### config.mk
export PLATFORM = sky130hd
export DESIGN_NAME = rom_ddram_loader_flat
export DESIGN_NICKNAME = d
export VERILOG_FILES = /design/src/rtl/rom_ddram_loader_pkg.sv /design/src/rtl/rom_ddram_loader_if.sv /design/src/rtl/rom_ddram_loader_fifo.sv /design/src/rtl/rom_ddram_loader_fifo_chk.sv /design/src/rtl/rom_ddram_loader.sv /design/src/flat_wrapper.sv
export SDC_FILE = /design/constraint.sdc
export NUM_CORES = 1
export LEC_CHECK = 0
export BUFFER_PORTS_ARGS = -buffer_cell sky130_fd_sc_hd__buf_4
export CAP_MARGIN = 40
export CORE_MARGIN = 5
export CORE_UTILIZATION = 55
export DETAILED_ROUTE_END_ITERATION = 10
export PLACE_DENSITY = 0.76
export RECOVER_POWER = 25
export SYNTH_ARGS = -nofsm -noshare
export SYNTH_HDL_FRONTEND = slang
export SYNTH_SLANG_ARGS = --single-unit
### constraint.sdc
create_clock -name clk_sys -period 5.05 [get_ports clk_sys]
set_input_delay 0.2525 -clock clk_sys [delete_from_list [all_inputs] [get_ports clk_sys]]
set_output_delay 0.2525 -clock clk_sys [all_outputs]
set_load 0.05 [all_outputs]
### src/rtl/rom_ddram_loader_pkg.sv
// Shared types and constants for the ROM-download-to-DDRAM loader.
//   top_state_t : download sequencing (IDLE / LOAD / FLUSH)
//   wr_state_t  : DDRAM word-write handshake (W_IDLE / W_WAIT)
//   pack_word   : places the two bytes of a pair into a 16-bit word
package rom_loader_pkg;

  localparam int ADDR_W = 28;
  localparam int WORD_W = 16;

  typedef enum logic [1:0] {
    IDLE  = 2'd0,
    LOAD  = 2'd1,
    FLUSH = 2'd2
  } top_state_t;

  typedef enum logic {
    W_IDLE = 1'b0,
    W_WAIT = 1'b1
  } wr_state_t;

  // swap=1: first byte lands in the high half (big-endian ROM image).
  function automatic logic [WORD_W-1:0] pack_word(input logic [7:0] first,
                                                  input logic [7:0] second,
                                                  input logic       swap);
    logic [WORD_W-1:0] w;
    if (swap) begin
      w = {first, second};
    end else begin
      w = {second, first};
    end
    return w;
  endfunction

endpackage

### src/rtl/rom_ddram_loader_if.sv
// Bus bundle between the HPS download port, the loader and the DDRAM
// controller write port.
//   ioctl_download/ioctl_wr/ioctl_dout : HPS byte stream into the loader
//   ioctl_wait                         : back-pressure to the HPS
//   wraddr/din/we_req                  : toggle-handshake word write request
//   we_ack                             : toggle acknowledge from the controller
// modport master : the loader side; modport slave : HPS + controller side.
interface rom_ddram_loader_if;
  import rom_loader_pkg::*;

  logic              ioctl_download;
  logic              ioctl_wr;
  logic [7:0]        ioctl_dout;
  logic              ioctl_wait;
  logic [ADDR_W-1:0] wraddr;
  logic [WORD_W-1:0] din;
  logic              we_req;
  logic              we_ack;

  modport master (
    input  ioctl_download, ioctl_wr, ioctl_dout, we_ack,
    output ioctl_wait, wraddr, din, we_req
  );

  modport slave (
    output ioctl_download, ioctl_wr, ioctl_dout, we_ack,
    input  ioctl_wait, wraddr, din, we_req
  );

endinterface

### src/rtl/rom_ddram_loader_fifo.sv
// DEPTH x WORD_W synchronous word FIFO with show-ahead head output.
//   clk, rst       : clock and asynchronous active-high reset
//   push/push_data : write a word (dropped when full and not popping)
//   pop            : remove the head word (ignored when empty)
//   head           : current oldest word, valid while !empty
//   count/full/empty : occupancy status
module word_fifo
  import rom_loader_pkg::*;
#(
  parameter int DEPTH = 4
) (
  input  logic                     clk,
  input  logic                     rst,
  input  logic                     push,
  input  logic [WORD_W-1:0]        push_data,
  input  logic                     pop,
  output logic [WORD_W-1:0]        head,
  output logic [$clog2(DEPTH):0]   count,
  output logic                     full,
  output logic                     empty
);

  localparam int AW = $clog2(DEPTH);
  localparam logic [AW:0] PTR_ONE   = (AW+1)'(1'b1);
  localparam logic [AW:0] DEPTH_CNT = (AW+1)'(DEPTH);

  // Pointers carry one extra wrap bit so full and empty are distinct.
  logic [AW:0]       wptr;
  logic [AW:0]       rptr;
  logic [WORD_W-1:0] mem [DEPTH];
  logic              do_push;
  logic              do_pop;

  assign count   = wptr - rptr;
  assign full    = (count == DEPTH_CNT);
  assign empty   = (wptr == rptr);
  assign head    = mem[rptr[AW-1:0]];
  // A pop in the same cycle frees the slot, so a push into full is legal then.
  assign do_push = push & (~full | pop);
  assign do_pop  = pop & ~empty;

  // Read/write pointer update.
  always_ff @(posedge clk or posedge rst) begin
    if (rst) begin
      wptr <= {(AW+1){1'b0}};
      rptr <= {(AW+1){1'b0}};
    end else begin
      if (do_push) begin
        wptr <= wptr + PTR_ONE;
      end
      if (do_pop) begin
        rptr <= rptr + PTR_ONE;
      end
    end
  end

  // Storage write; contents need no reset since empty gates every read.
  always_ff @(posedge clk) begin
    if (do_push) begin
      mem[wptr[AW-1:0]] <= push_data;
    end
  end

  word_fifo_chk u_chk (
    .clk  (clk),
    .rst  (rst),
    .push (push),
    .pop  (pop),
    .full (full)
  );

endmodule

### src/rtl/rom_ddram_loader_fifo_chk.sv
// Simulation checker for word_fifo: flags a push into a full FIFO that is not
// relieved by a simultaneous pop (the word would be dropped).
//   clk, rst : clock and asynchronous active-high reset
//   push, pop, full : FIFO control/status being observed
module word_fifo_chk (
  input logic clk,
  input logic rst,
  input logic push,
  input logic pop,
  input logic full
);

  a_no_overflow: assert property (@(posedge clk) disable iff (rst)
    !(push && full && !pop));

endmodule

### src/rtl/rom_ddram_loader.sv
// Packs the HPS download byte stream into 16-bit words, buffers them and
// writes them to the DDRAM controller with a toggle handshake.  wraddr only
// advances on acknowledge, so it doubles as the "loaded so far" watermark.
//   clk_sys, reset : system clock, asynchronous active-high reset
//   bus (master)   : ioctl_* download port and wraddr/din/we_req/we_ack
//   rom_size       : byte count of the last completed download
//   busy           : download or drain in progress
//   done           : one-cycle pulse when the last word has been acknowledged
module rom_ddram_loader
  import rom_loader_pkg::*;
#(
  parameter int         DEPTH      = 4,
  parameter bit         SWAP_BYTES = 1'b1,
  parameter logic [7:0] PAD_BYTE   = 8'hFF
) (
  input  logic                 clk_sys,
  input  logic                 reset,
  rom_ddram_loader_if.master   bus,
  output logic [ADDR_W-1:0]    rom_size,
  output logic                 busy,
  output logic                 done
);

  localparam int CW = $clog2(DEPTH) + 1;
  localparam logic [CW-1:0]     NEAR_FULL  = CW'(DEPTH - 1);
  localparam logic [ADDR_W-1:0] ADDR_STEP  = ADDR_W'(2'd2);
  localparam logic [ADDR_W-1:0] COUNT_STEP = ADDR_W'(1'b1);

  top_state_t        state;
  top_state_t        state_next;
  wr_state_t         wstate;
  wr_state_t         wstate_next;

  logic              phase;
  logic [7:0]        hold;
  logic [ADDR_W-1:0] byte_count;
  logic [ADDR_W-1:0] wr_addr;
  logic [WORD_W-1:0] wr_data;
  logic              wr_req;
  logic              hps_wait;

  logic              load_entry;
  logic              flush_exit;
  logic              byte_wr;
  logic              pad_push;
  logic              push;
  logic [WORD_W-1:0] push_data;
  logic              pop;
  logic              issue;
  logic [WORD_W-1:0] head;
  logic [CW-1:0]     count;
  logic              full;
  logic              empty;

  assign bus.wraddr     = wr_addr;
  assign bus.din        = wr_data;
  assign bus.we_req     = wr_req;
  assign bus.ioctl_wait = hps_wait;

  word_fifo #(.DEPTH(DEPTH)) u_fifo (
    .clk       (clk_sys),
    .rst       (reset),
    .push      (push),
    .push_data (push_data),
    .pop       (pop),
    .head      (head),
    .count     (count),
    .full      (full),
    .empty     (empty)
  );

  // Top FSM state register.
  always_ff @(posedge clk_sys or posedge reset) begin
    if (reset) begin
      state <= IDLE;
    end else begin
      state <= state_next;
    end
  end

  // Top FSM next state, byte packing and FIFO push.
  // In IDLE the download level (not its edge) starts a load, which also picks
  // up a rising edge that arrived while still draining in FLUSH.
  always_comb begin
    state_next = state;
    load_entry = 1'b0;
    flush_exit = 1'b0;
    byte_wr    = 1'b0;
    pad_push   = 1'b0;
    push       = 1'b0;
    push_data  = {WORD_W{1'b0}};
    case (state)
      IDLE: begin
        if (bus.ioctl_download) begin
          state_next = LOAD;
          load_entry = 1'b1;
        end else begin
          state_next = IDLE;
        end
      end
      LOAD: begin
        if (!bus.ioctl_download) begin
          state_next = FLUSH;
          if (phase) begin
            pad_push  = 1'b1;
            push      = 1'b1;
            push_data = pack_word(hold, PAD_BYTE, SWAP_BYTES);
          end else begin
            pad_push  = 1'b0;
          end
        end else if (bus.ioctl_wr) begin
          byte_wr = 1'b1;
          if (phase) begin
            push      = 1'b1;
            push_data = pack_word(hold, bus.ioctl_dout, SWAP_BYTES);
          end else begin
            push      = 1'b0;
          end
        end else begin
          byte_wr = 1'b0;
        end
      end
      FLUSH: begin
        if (empty && (wr_req == bus.we_ack)) begin
          state_next = IDLE;
          flush_exit = 1'b1;
        end else begin
          state_next = FLUSH;
        end
      end
      default: begin
        state_next = IDLE;
      end
    endcase
  end

  // Write FSM state register.
  always_ff @(posedge clk_sys or posedge reset) begin
    if (reset) begin
      wstate <= W_IDLE;
    end else begin
      wstate <= wstate_next;
    end
  end

  // Write FSM: issue the head word, then pop it once the toggle is returned.
  always_comb begin
    wstate_next = wstate;
    issue       = 1'b0;
    pop         = 1'b0;
    case (wstate)
      W_IDLE: begin
        if (!empty) begin
          issue       = 1'b1;
          wstate_next = W_WAIT;
        end else begin
          wstate_next = W_IDLE;
        end
      end
      W_WAIT: begin
        if (bus.we_ack == wr_req) begin
          pop         = 1'b1;
          wstate_next = W_IDLE;
        end else begin
          wstate_next = W_WAIT;
        end
      end
      default: begin
        wstate_next = W_IDLE;
      end
    endcase
  end

  // Byte-phase, holding register and byte counter.
  always_ff @(posedge clk_sys or posedge reset) begin
    if (reset) begin
      phase      <= 1'b0;
      hold       <= 8'h00;
      byte_count <= {ADDR_W{1'b0}};
    end else if (load_entry) begin
      phase      <= 1'b0;
      byte_count <= {ADDR_W{1'b0}};
    end else if (byte_wr) begin
      phase      <= ~phase;
      byte_count <= byte_count + COUNT_STEP;
      if (!phase) begin
        hold <= bus.ioctl_dout;
      end
    end else if (pad_push) begin
      phase <= 1'b0;
    end
  end

  // DDRAM write request registers; wraddr moves only after acknowledge.
  always_ff @(posedge clk_sys or posedge reset) begin
    if (reset) begin
      wr_addr <= {ADDR_W{1'b0}};
      wr_data <= {WORD_W{1'b0}};
      wr_req  <= 1'b0;
    end else begin
      if (load_entry) begin
        wr_addr <= {ADDR_W{1'b0}};
      end else if (pop) begin
        wr_addr <= wr_addr + ADDR_STEP;
      end
      if (issue) begin
        wr_data <= head;
        wr_req  <= ~wr_req;
      end
    end
  end

  // Status outputs.  ioctl_wait reacts to occupancy one cycle late, so it
  // raises with one free slot left to absorb the byte already in flight.
  always_ff @(posedge clk_sys or posedge reset) begin
    if (reset) begin
      busy     <= 1'b0;
      done     <= 1'b0;
      hps_wait <= 1'b0;
      rom_size <= {ADDR_W{1'b0}};
    end else begin
      busy     <= (state_next != IDLE);
      done     <= flush_exit;
      hps_wait <= busy & ((state == FLUSH) | full | (count == NEAR_FULL));
      if (flush_exit) begin
        rom_size <= byte_count;
      end
    end
  end

endmodule

### src/flat_wrapper.sv
// flat-port wrapper written by rule: the top's interface ports become plain ports
module rom_ddram_loader_flat import rom_loader_pkg::*;
#(
  parameter int         DEPTH      = 4,
  parameter bit         SWAP_BYTES = 1'b1,
  parameter logic [7:0] PAD_BYTE   = 8'hFF
)
  (clk_sys, reset, rom_size, busy, done, bus_ioctl_download, bus_ioctl_wr, bus_ioctl_dout, bus_we_ack, bus_ioctl_wait, bus_wraddr, bus_din, bus_we_req);
  rom_ddram_loader_if bus_i ();
  input  logic clk_sys;
  input  logic reset;
  output logic [ADDR_W-1:0] rom_size;
  output logic busy;
  output logic done;
  input wire logic [$bits(bus_i.ioctl_download)-1:0] bus_ioctl_download;
  input wire logic [$bits(bus_i.ioctl_wr)-1:0] bus_ioctl_wr;
  input wire logic [$bits(bus_i.ioctl_dout)-1:0] bus_ioctl_dout;
  input wire logic [$bits(bus_i.we_ack)-1:0] bus_we_ack;
  output wire logic [$bits(bus_i.ioctl_wait)-1:0] bus_ioctl_wait;
  output wire logic [$bits(bus_i.wraddr)-1:0] bus_wraddr;
  output wire logic [$bits(bus_i.din)-1:0] bus_din;
  output wire logic [$bits(bus_i.we_req)-1:0] bus_we_req;
  assign bus_i.ioctl_download = bus_ioctl_download;
  assign bus_i.ioctl_wr = bus_ioctl_wr;
  assign bus_i.ioctl_dout = bus_ioctl_dout;
  assign bus_i.we_ack = bus_we_ack;
  assign bus_ioctl_wait = bus_i.ioctl_wait;
  assign bus_wraddr = bus_i.wraddr;
  assign bus_din = bus_i.din;
  assign bus_we_req = bus_i.we_req;
  rom_ddram_loader #(.DEPTH(DEPTH), .SWAP_BYTES(SWAP_BYTES), .PAD_BYTE(PAD_BYTE)) u_core (.clk_sys(clk_sys), .reset(reset), .bus(bus_i), .rom_size(rom_size), .busy(busy), .done(done));
endmodule
==> impl_results.md, run 1 <==
- R2R cell count: 5
- Worst reg2reg setup slack: 1.96 ns
- Root Buffer: clkbuf_16
- Core area: 0.0145 sq mm
- Seq/Total Area, Yosys: 61.1%
- Post-synthesis mux area share: 13.7%
- N_diodes: 0
- Synth Register Bits: 185
- Final Hold Viols: 0
- Worst Hold Class: in2reg
- Worst r2r dst: u_core.u_fifo.mem[3][1]$_DFFE_PP_
- Startpoint Class: flip-flop
- WL final: 16.6 mm
- Die ar.: 0.0173 sq mm
- DR vias/cell: 5.83
- Initial Util: 56.0%
- Fin Setup TNS: 0 ns
- Distinct cells, synth: 47
- Io pins: 89
- Worst hold stages: 2
- Largest family of logic cells by synthesized area: multiplexers
- Pin count of the biggest net entering global routing: 65
- Worst slew margin: -87.0%
- Area Growth Syn to Fin: 16.0%
- Reg clk slew, reported paths: 0.07 ns
- Endpoint type of the worst setup path: flip-flop
- Number of synthesized flops with an enable pin: 64
- Hold Path Sink: u_core.hold[4]$_DFFE_PP0P_
- PostCTS Resize Cnt: 0
- DR pass1 iterations: 5
- Clock Skew: 0.0103 ns
- CTS sink count: 185
- Initial antenna violation count: 0
- Final setup vio count: 0
- Compound-Gate Fraction of Synth Area: 5.40%
- Postcts setup bufs: 0
- Post-synthesis xor/xnor area fraction: 2.65%
- Placer Congestion: 0.827
- Max Freq: 0.324 GHz
- Synth Area per Inst: 13.2 sq um
- Htree depth: 4
- Synthesized area: 0.00811 sq mm
- Count leader, synth: dfrtp_1
- Synth area leader: dfrtp_1
- Filler cell count: 1,088
- Syn Nets: 636
- Post-Synth Adder-Cell Area: 1.64%
- Post-route antenna net violation count: 0
- Worst-Skew Late Latency: 0.44 ns
- All-Layer GR Usage: 19.8%
- Pwr dens: 493 mW/mm^2
- Asr flop ratio synth: 65.4%
- Clock buffer depth: 2
- Worst-margin pin slew: 2.79 ns
- CTS tree: built
- Hold-fix buffers, CTS: 0
- Remaining Overflow, GRT: 0
- CP max FO: 19
- Setup CP Type: reg2reg
- Arrival time worst endpoint: 3.14 ns
- Warnings, synthesis: 0
- PortBufs: 87
- Avg WL per Cell: 18.6 microns
- Die X: 131 microns
- Top post-synthesis cells by count: dfrtp_1, edfxtp_1, mux2_2
- Top cells by area, synth: dfrtp_1, edfxtp_1, mux2_2, mux4_2, nand2_1
- Final Critical Period: 3.09 ns
- Via count: 5,222
- Status: complete, but fails checks
- Power Total: 4.64 mW
- VDD IR max: 0.000268 V
- Row cnt: 44
- Crit share post-route: 61.2%
- Post-DP HPWL: 11.4 mm
- Failing checks: capacitance limit, slew limit
- Max-cap violations: 1
- Final net count: 721
- Die height: 131 microns
- Reg2reg start: u_core.u_fifo.rptr[1]$_DFFE_PP0P_
- RSZ-0062 raised after global routing: false
- First-pass GRT wire length: 27.7 mm
- Simple-gate share of the synthesized area: 13.3%
- HP Start: bus_ioctl_dout[4]
- Critical Path RT: 5.10 ns
- Fraction of layout cells with a size suffix above 1: 22.5%
- Share of the synthesized area in the top cell type: 37.4%
- Vias in the first global route: 5,355
- Post-Syn Instances: 613
- Max-slew violations: 65
- Predominant post-synthesis flop cell: dfrtp_1
- Number of buffers created by CTS: 17
- DRT iter0 DRCs: 331
- Drc violations: 0
- LEAKAGE: 3.82 nW
==> metal layers <==
metal  up-vias  wire (microns)  track usage [%]
met3        19             887             4.66
met4         0             301             7.60
met1      2607            7040             25.8
li1       2451               -                -
met2       145            8410             32.5
met5         -               0                0
==> critical path, cell delays in order (launching register included) <==
cell	delay [ns]
dfrtp_1	0.85
inv_1	0.19
fa_1	0.45
xnor3_1	0.23
o2111ai_1	0.22
and3_1	0.78
==> flip-flops by register name (all words and copies together) (netlist names) <==
signal,cells
u_core.bus.ioctl_wait,1
u_core.rom_size,28
u_core.byte_count,28
u_core.busy,1
u_core.bus.we_req,1
u_core.u_fifo.mem,64
u_core.state,2
u_core.bus.din,16
u_core.u_fifo.wptr,3
u_core.phase,1
u_core.done,1
u_core.wstate,1
u_core.hold,8
u_core.u_fifo.rptr,3
u_core.bus.wraddr,27
==> where the power goes <==
part	leakage, nW	total [mW]	internal [mW]	switching (mW)
logic	1.34	1.37	0.507	0.858
registers	2.18	1.91	1.75	0.162
clock network	0.302	1.36	0.766	0.592
==> cell usage in the layout (no fill, tap or decap), types with 2 or more instances in the layout <==
cell / count
dfrtp_1: 121
edfxtp_1: 64
mux2_2: 53
buf_4: 47
clkbuf_1: 44
nand2_1: 42
nor2_1: 24
nand2b_1: 18
a21oi_1: 18
clkbuf_16: 18
nand3_1: 17
o21ai_0: 16
mux4_2: 16
inv_1: 16
mux2i_1: 15
xnor2_1: 13
nor4_1: 13
nand4_1: 12
or3_1: 12
or4_1: 11
and2_1: 11
and3_1: 10
xor2_1: 9
o31ai_1: 9
ha_1: 9
nor3_1: 8
o21a_1: 8
and4_1: 5
o311ai_0: 5
o41ai_1: 5
nor2b_1: 4
inv_8: 3
inv_6: 3
clkbuf_8: 3
or3b_2: 2
a31oi_1: 2
clkinv_4: 2
buf_6: 2
==> final cells by class <==
class | count | area (sq um) | share of cell area, %
inverters | 17 | 65.1 | 0.692
clock inverters | 11 | 121 | 1.29
clock buffers | 21 | 492 | 5.23
repair buffers | 94 | 548 | 5.83
flip-flops and latches | 185 | 4950 | 52.6
well taps | 184 | 230 | 2.45
multi-input cells | 383 | 3000 | 31.9
==> how the worst max path moves through the flow <==
stage          slack [ns]                               from                                 to
5_1_grt              1.76  u_core.u_fifo.rptr[1]$_DFFE_PP0P_  u_core.u_fifo.mem[1][1]$_DFFE_PP_
2_1_floorplan        1.58                              reset      u_core.bus.din[0]$_DFFE_PP0P_
3_3_place_gp         2.02  u_core.u_fifo.rptr[1]$_DFFE_PP0P_  u_core.u_fifo.mem[3][8]$_DFFE_PP_
4_1_cts              1.93  u_core.u_fifo.rptr[1]$_DFFE_PP0P_  u_core.u_fifo.mem[1][1]$_DFFE_PP_
6_report             1.96  u_core.u_fifo.rptr[1]$_DFFE_PP0P_  u_core.u_fifo.mem[3][1]$_DFFE_PP_
3_5_place_dp         1.95  u_core.u_fifo.rptr[1]$_DFFE_PP0P_  u_core.u_fifo.mem[3][2]$_DFFE_PP_
==> through the flow <==
step | hold slack (ns) | instance area, sq um | worst slack, ns | instances | utilization (%)
after floorplan | 0.404 | 8110 | 1.58 | 613 | -
after global placement | 0.459 | 8930 | 2.02 | 861 | 61.7
after detailed placement | 0.463 | 8950 | 1.95 | 863 | 61.8
after CTS | 0.00139 | 9570 | 1.93 | 895 | 66.1
after global routing | 0.0560 | 9400 | 1.76 | 895 | 64.9
final | 0.0676 | 9400 | 1.96 | 895 | 64.9
==> cell families after synthesis <==
family,Yosys count
simple gates,197
flops,185
mux,84
compound gates,68
buf+inv,45
xor+xnor,23
fa+ha+maj,10
other cells,1
No activity file was read; power rests on OpenSTA's default activity.
==> run 2, diff against run 1 <==
--- a/config.mk
+++ b/config.mk
@@ -8,7 +8,7 @@
 export BUFFER_PORTS_ARGS = -buffer_cell sky130_fd_sc_hd__buf_4
 export CAP_MARGIN = 40
 export CORE_MARGIN = 5
-export CORE_UTILIZATION = 55
+export CORE_UTILIZATION = 53
 export DETAILED_ROUTE_END_ITERATION = 10
 export PLACE_DENSITY = 0.76
 export RECOVER_POWER = 25
==> constraint.sdc (replaced) <==
create_clock -name clk_sys -period 2.7 [get_ports clk_sys]
set_input_delay 0.135 -clock clk_sys [delete_from_list [all_inputs] [get_ports clk_sys]]
set_output_delay 0.135 -clock clk_sys [all_outputs]
set_load 0.05 [all_outputs]
==> run 2 against run 1 <==
  * The flow now finishes without violations
  * Via count grew 2.7%
  * Setup slack lost 1.7 ns
  * Sequential share of layout area shrank 1.0 points
  * Worst hold slack gained 0.018 ns
  * Utilization shrank 1.4 points
  * Combinational power grew 96%
  * Routed wire length grew 0.49%
  * Die area grew 3.5%
  * Maximum frequency grew 25%
  * Critical path depth grew 2
  * Critical endpoint is now u_core.u_fifo.mem[1][1]$_DFFE_PP_
  * Largest cell class unchanged
==> impl_results.md, run 2 (same netlist as run 1, synthesis figures left out) <==
- Top delay family on crit path: adder cells (was flip-flops)
- Worst r2r dst: u_core.u_fifo.mem[1][1]$_DFFE_PP_ (was u_core.u_fifo.mem[3][1]$_DFFE_PP_)
- Max reg flops: 64 (unchanged)
- Switching share of power: 34.0% (was 34.8%)
- Worst-margin pin slew: 1.13 ns (was 2.79 ns)
- Pwr dens: 900 mW/mm^2 (was 493 mW/mm^2)
- Worst slew margin: 24.7% (was -87.0%)
- Startpoint Class: flip-flop (unchanged)
- Int Power: 5.70 mW (was 3.03 mW)
- RSZ-0062 raised after global routing: false (unchanged)
- Clock Skew: 0.0118 ns (was 0.0103 ns)
- HP Start: bus_ioctl_wr (was bus_ioctl_dout[4])
- DRT iter0 DRCs: 339 (was 331)
- Avg WL per Cell: 18.2 microns (was 18.6 microns)
- Area after DPL: 0.00903 sq mm (was 0.00895 sq mm)
- Highest-delay cell along the critical path: and3_2 (was dfrtp_1)
- CTS tree: built (unchanged)
- Htree depth: 4 (unchanged)
- Placed cell count: 875 (was 863)
- CP max FO: 16 (was 19)
- VDD IR max: 0.000502 V (was 0.000268 V)
- Worst Hold Class: in2reg (unchanged)
- All-Layer GR Usage: 19.6% (was 19.8%)
- Sequential share of power: 41.0% (was 41.3%)
- Number of buffers created by CTS: 17 (unchanged)
- Hold Path Sink: u_core.phase$_DFFE_PP0P_ (was u_core.hold[4]$_DFFE_PP0P_)
- Die ar.: 0.0179 sq mm (was 0.0173 sq mm)
- Final Hold Viols: 0 (unchanged)
- Remaining Overflow, GRT: 0 (unchanged)
- Postcts setup bufs: 0 (unchanged)
- Row cnt: 45 (was 44)
- Final net count: 739 (was 721)
- P_sw: 2.93 mW (was 1.61 mW)
- Drc violations: 0 (unchanged)
- Critical Path RT: 2.77 ns (was 5.10 ns)
- Pin count of the biggest net entering global routing: 47 (was 65)
- Most Frequent Cell on Critical Path: inv_1
- Reg clk slew, reported paths: 0.06 ns (was 0.07 ns)
- Post-route antenna net violation count: 0 (unchanged)
- Hold-fix buffers, CTS: 10 (was 0)
- Root Buffer: clkbuf_16 (unchanged)
- Max-slew violations: 0 (was 65)
- Crit share post-route: 91.2% (was 61.2%)
- Worst-Skew Late Latency: 0.42 ns (was 0.44 ns)
- Placer Congestion: 0.816 (was 0.827)
- Reg2reg start: u_core.u_fifo.wptr[0]$_DFFE_PP0P_ (was u_core.u_fifo.rptr[1]$_DFFE_PP0P_)
- Final Critical Period: 2.46 ns (was 3.09 ns)
- DR vias/cell: 5.85 (was 5.83)
- Post-DP HPWL: 11.5 mm (was 11.4 mm)
- Initial antenna violation count: 0 (unchanged)
- Core area: 0.0151 sq mm (was 0.0145 sq mm)
- Most frequent cells in the layout: dfrtp_1, buf_4, edfxtp_1 (was dfrtp_1, edfxtp_1, mux2_2)
- Fraction of layout cells with a size suffix above 1: 25.5% (was 22.5%)
- Worst reg2reg setup slack: 0.24 ns (was 1.96 ns)
- Endpoint type of the worst setup path: flip-flop (unchanged)
- Area Growth Syn to Fin: 18.3% (was 16.0%)
- Max Freq: 0.406 GHz (was 0.324 GHz)
- Die height: 134 microns (was 131 microns)
- Vias in the first global route: 5,520 (was 5,355)
- Combinational power share: 31.1% (was 29.4%)
- Fin Setup TNS: 0 ns (unchanged)
- PortBufs: 87 (unchanged)
- Most common cell after layout, fill and taps aside: dfrtp_1 (unchanged)
- Post-Layout Cell Count: 917 (was 895)
- R2R cell count: 7 (was 5)
- Max-cap violations: 0 (was 1)
- LEAKAGE: 3.95 nW (was 3.82 nW)
- Worst hold stages: 3 (was 2)
- DR pass1 iterations: 5 (unchanged)
- N_diodes: 0 (unchanged)
- Arrival time worst endpoint: 2.53 ns (was 3.14 ns)
- Status: complete, no violations (was complete, but fails checks)
- Io pins: 89 (unchanged)
- Setup CP Type: reg2reg (unchanged)
- First-pass GRT wire length: 27.9 mm (was 27.7 mm)
- Max incr delay on CP: 0.54 ns (was 0.85 ns)
- Final instance area: 0.00959 sq mm (was 0.00940 sq mm)
- WL final: 16.7 mm (was 16.6 mm)
- Via count: 5,361 (was 5,222)
- Worst Path Buf+Inv: 2 (was 1)
- Cell Chain, Critical Path: inv_1, ha_1, inv_1, fa_1, xnor3_1, o2111ai_1, and3_2 (was inv_1, fa_1, xnor3_1, o2111ai_1, and3_1)
- Clk pwr share: 27.9% (was 29.3%)
- PostCTS Resize Cnt: 0 (unchanged)
- Die X: 134 microns (was 131 microns)
- CTS sink count: 185 (unchanged)
- Clock buffer depth: 2 (unchanged)
- Final setup vio count: 0 (unchanged)
- Initial Util: 53.7% (was 56.0%)
run 2: power groups by stage:
stage,clock network [mW],registers (mW),logic [mW]
2_1_floorplan,0,4.17,1.40
3_3_place_gp,0,3.57,2.70
3_5_place_dp,0,3.60,2.77
4_1_cts,2.46,3.54,2.79
5_1_grt,2.58,3.59,2.91
6_report,2.41,3.54,2.68
run 2: tightest hold or removal path, stage by stage:
cell and delay [ns]:
buf_4 0.12, mux2i_1 0.07, o21ai_0 0.15
run 2: area by class of cell:
| cell class | count | area, sq um |
|---|---|---|
| clock inverters | 12 | 124 |
| inverters | 17 | 65.1 |
| flip-flops and latches | 185 | 4950 |
| well taps | 188 | 235 |
| fillers | 1159 | 5500 |
| repair buffers | 112 | 767 |
| clock buffers | 20 | 447 |
| multi-input cells | 383 | 3000 |
run 2: routing by layer:
| layer | share of wire [%] | vias up | track usage [%] |
|---|---|---|---|
| met5 | 0 | - | 0 |
| met1 | 43 | 2711 | 25.3 |
| met4 | 1.1 | 0 | 6.11 |
| li1 | - | 2486 | - |
| met2 | 51 | 152 | 33.6 |
| met3 | 4.4 | 12 | 4.00 |
run 2: how the worst max path moves through the flow:
stage	cells past startpoint	startpoint	slack [ns]	to
finish	7	u_core.u_fifo.wptr[0]$_DFFE_PP0P_	0.24	u_core.u_fifo.mem[1][1]$_DFFE_PP_
global route	7	u_core.u_fifo.wptr[0]$_DFFE_PP0P_	0.10	u_core.u_fifo.mem[3][14]$_DFFE_PP_
CTS	7	u_core.u_fifo.wptr[0]$_DFFE_PP0P_	0.24	u_core.u_fifo.mem[1][11]$_DFFE_PP_
detailed placement	7	u_core.u_fifo.wptr[0]$_DFFE_PP0P_	0.25	u_core.u_fifo.mem[1][12]$_DFFE_PP_
global placement	7	u_core.u_fifo.wptr[0]$_DFFE_PP0P_	0.33	u_core.u_fifo.mem[3][12]$_DFFE_PP_
floorplan	9	u_core.u_fifo.rptr[1]$_DFFE_PP0P_	0.04	u_core.rom_size[0]$_DFFE_PP0P_
run 2: through the flow:
step           utilization (%)  setup WS, ns  hold WS (ns)  power, mW
3_5_place_dp              59.9         0.246         0.193       6.37
5_1_grt                   63.5         0.102         0.112       9.08
6_report                  63.5         0.237        0.0860       8.63
4_1_cts                   64.3         0.236        0.0860       8.80
3_3_place_gp              59.9         0.332         0.194       6.27
2_1_floorplan                -        0.0391         0.287       5.57
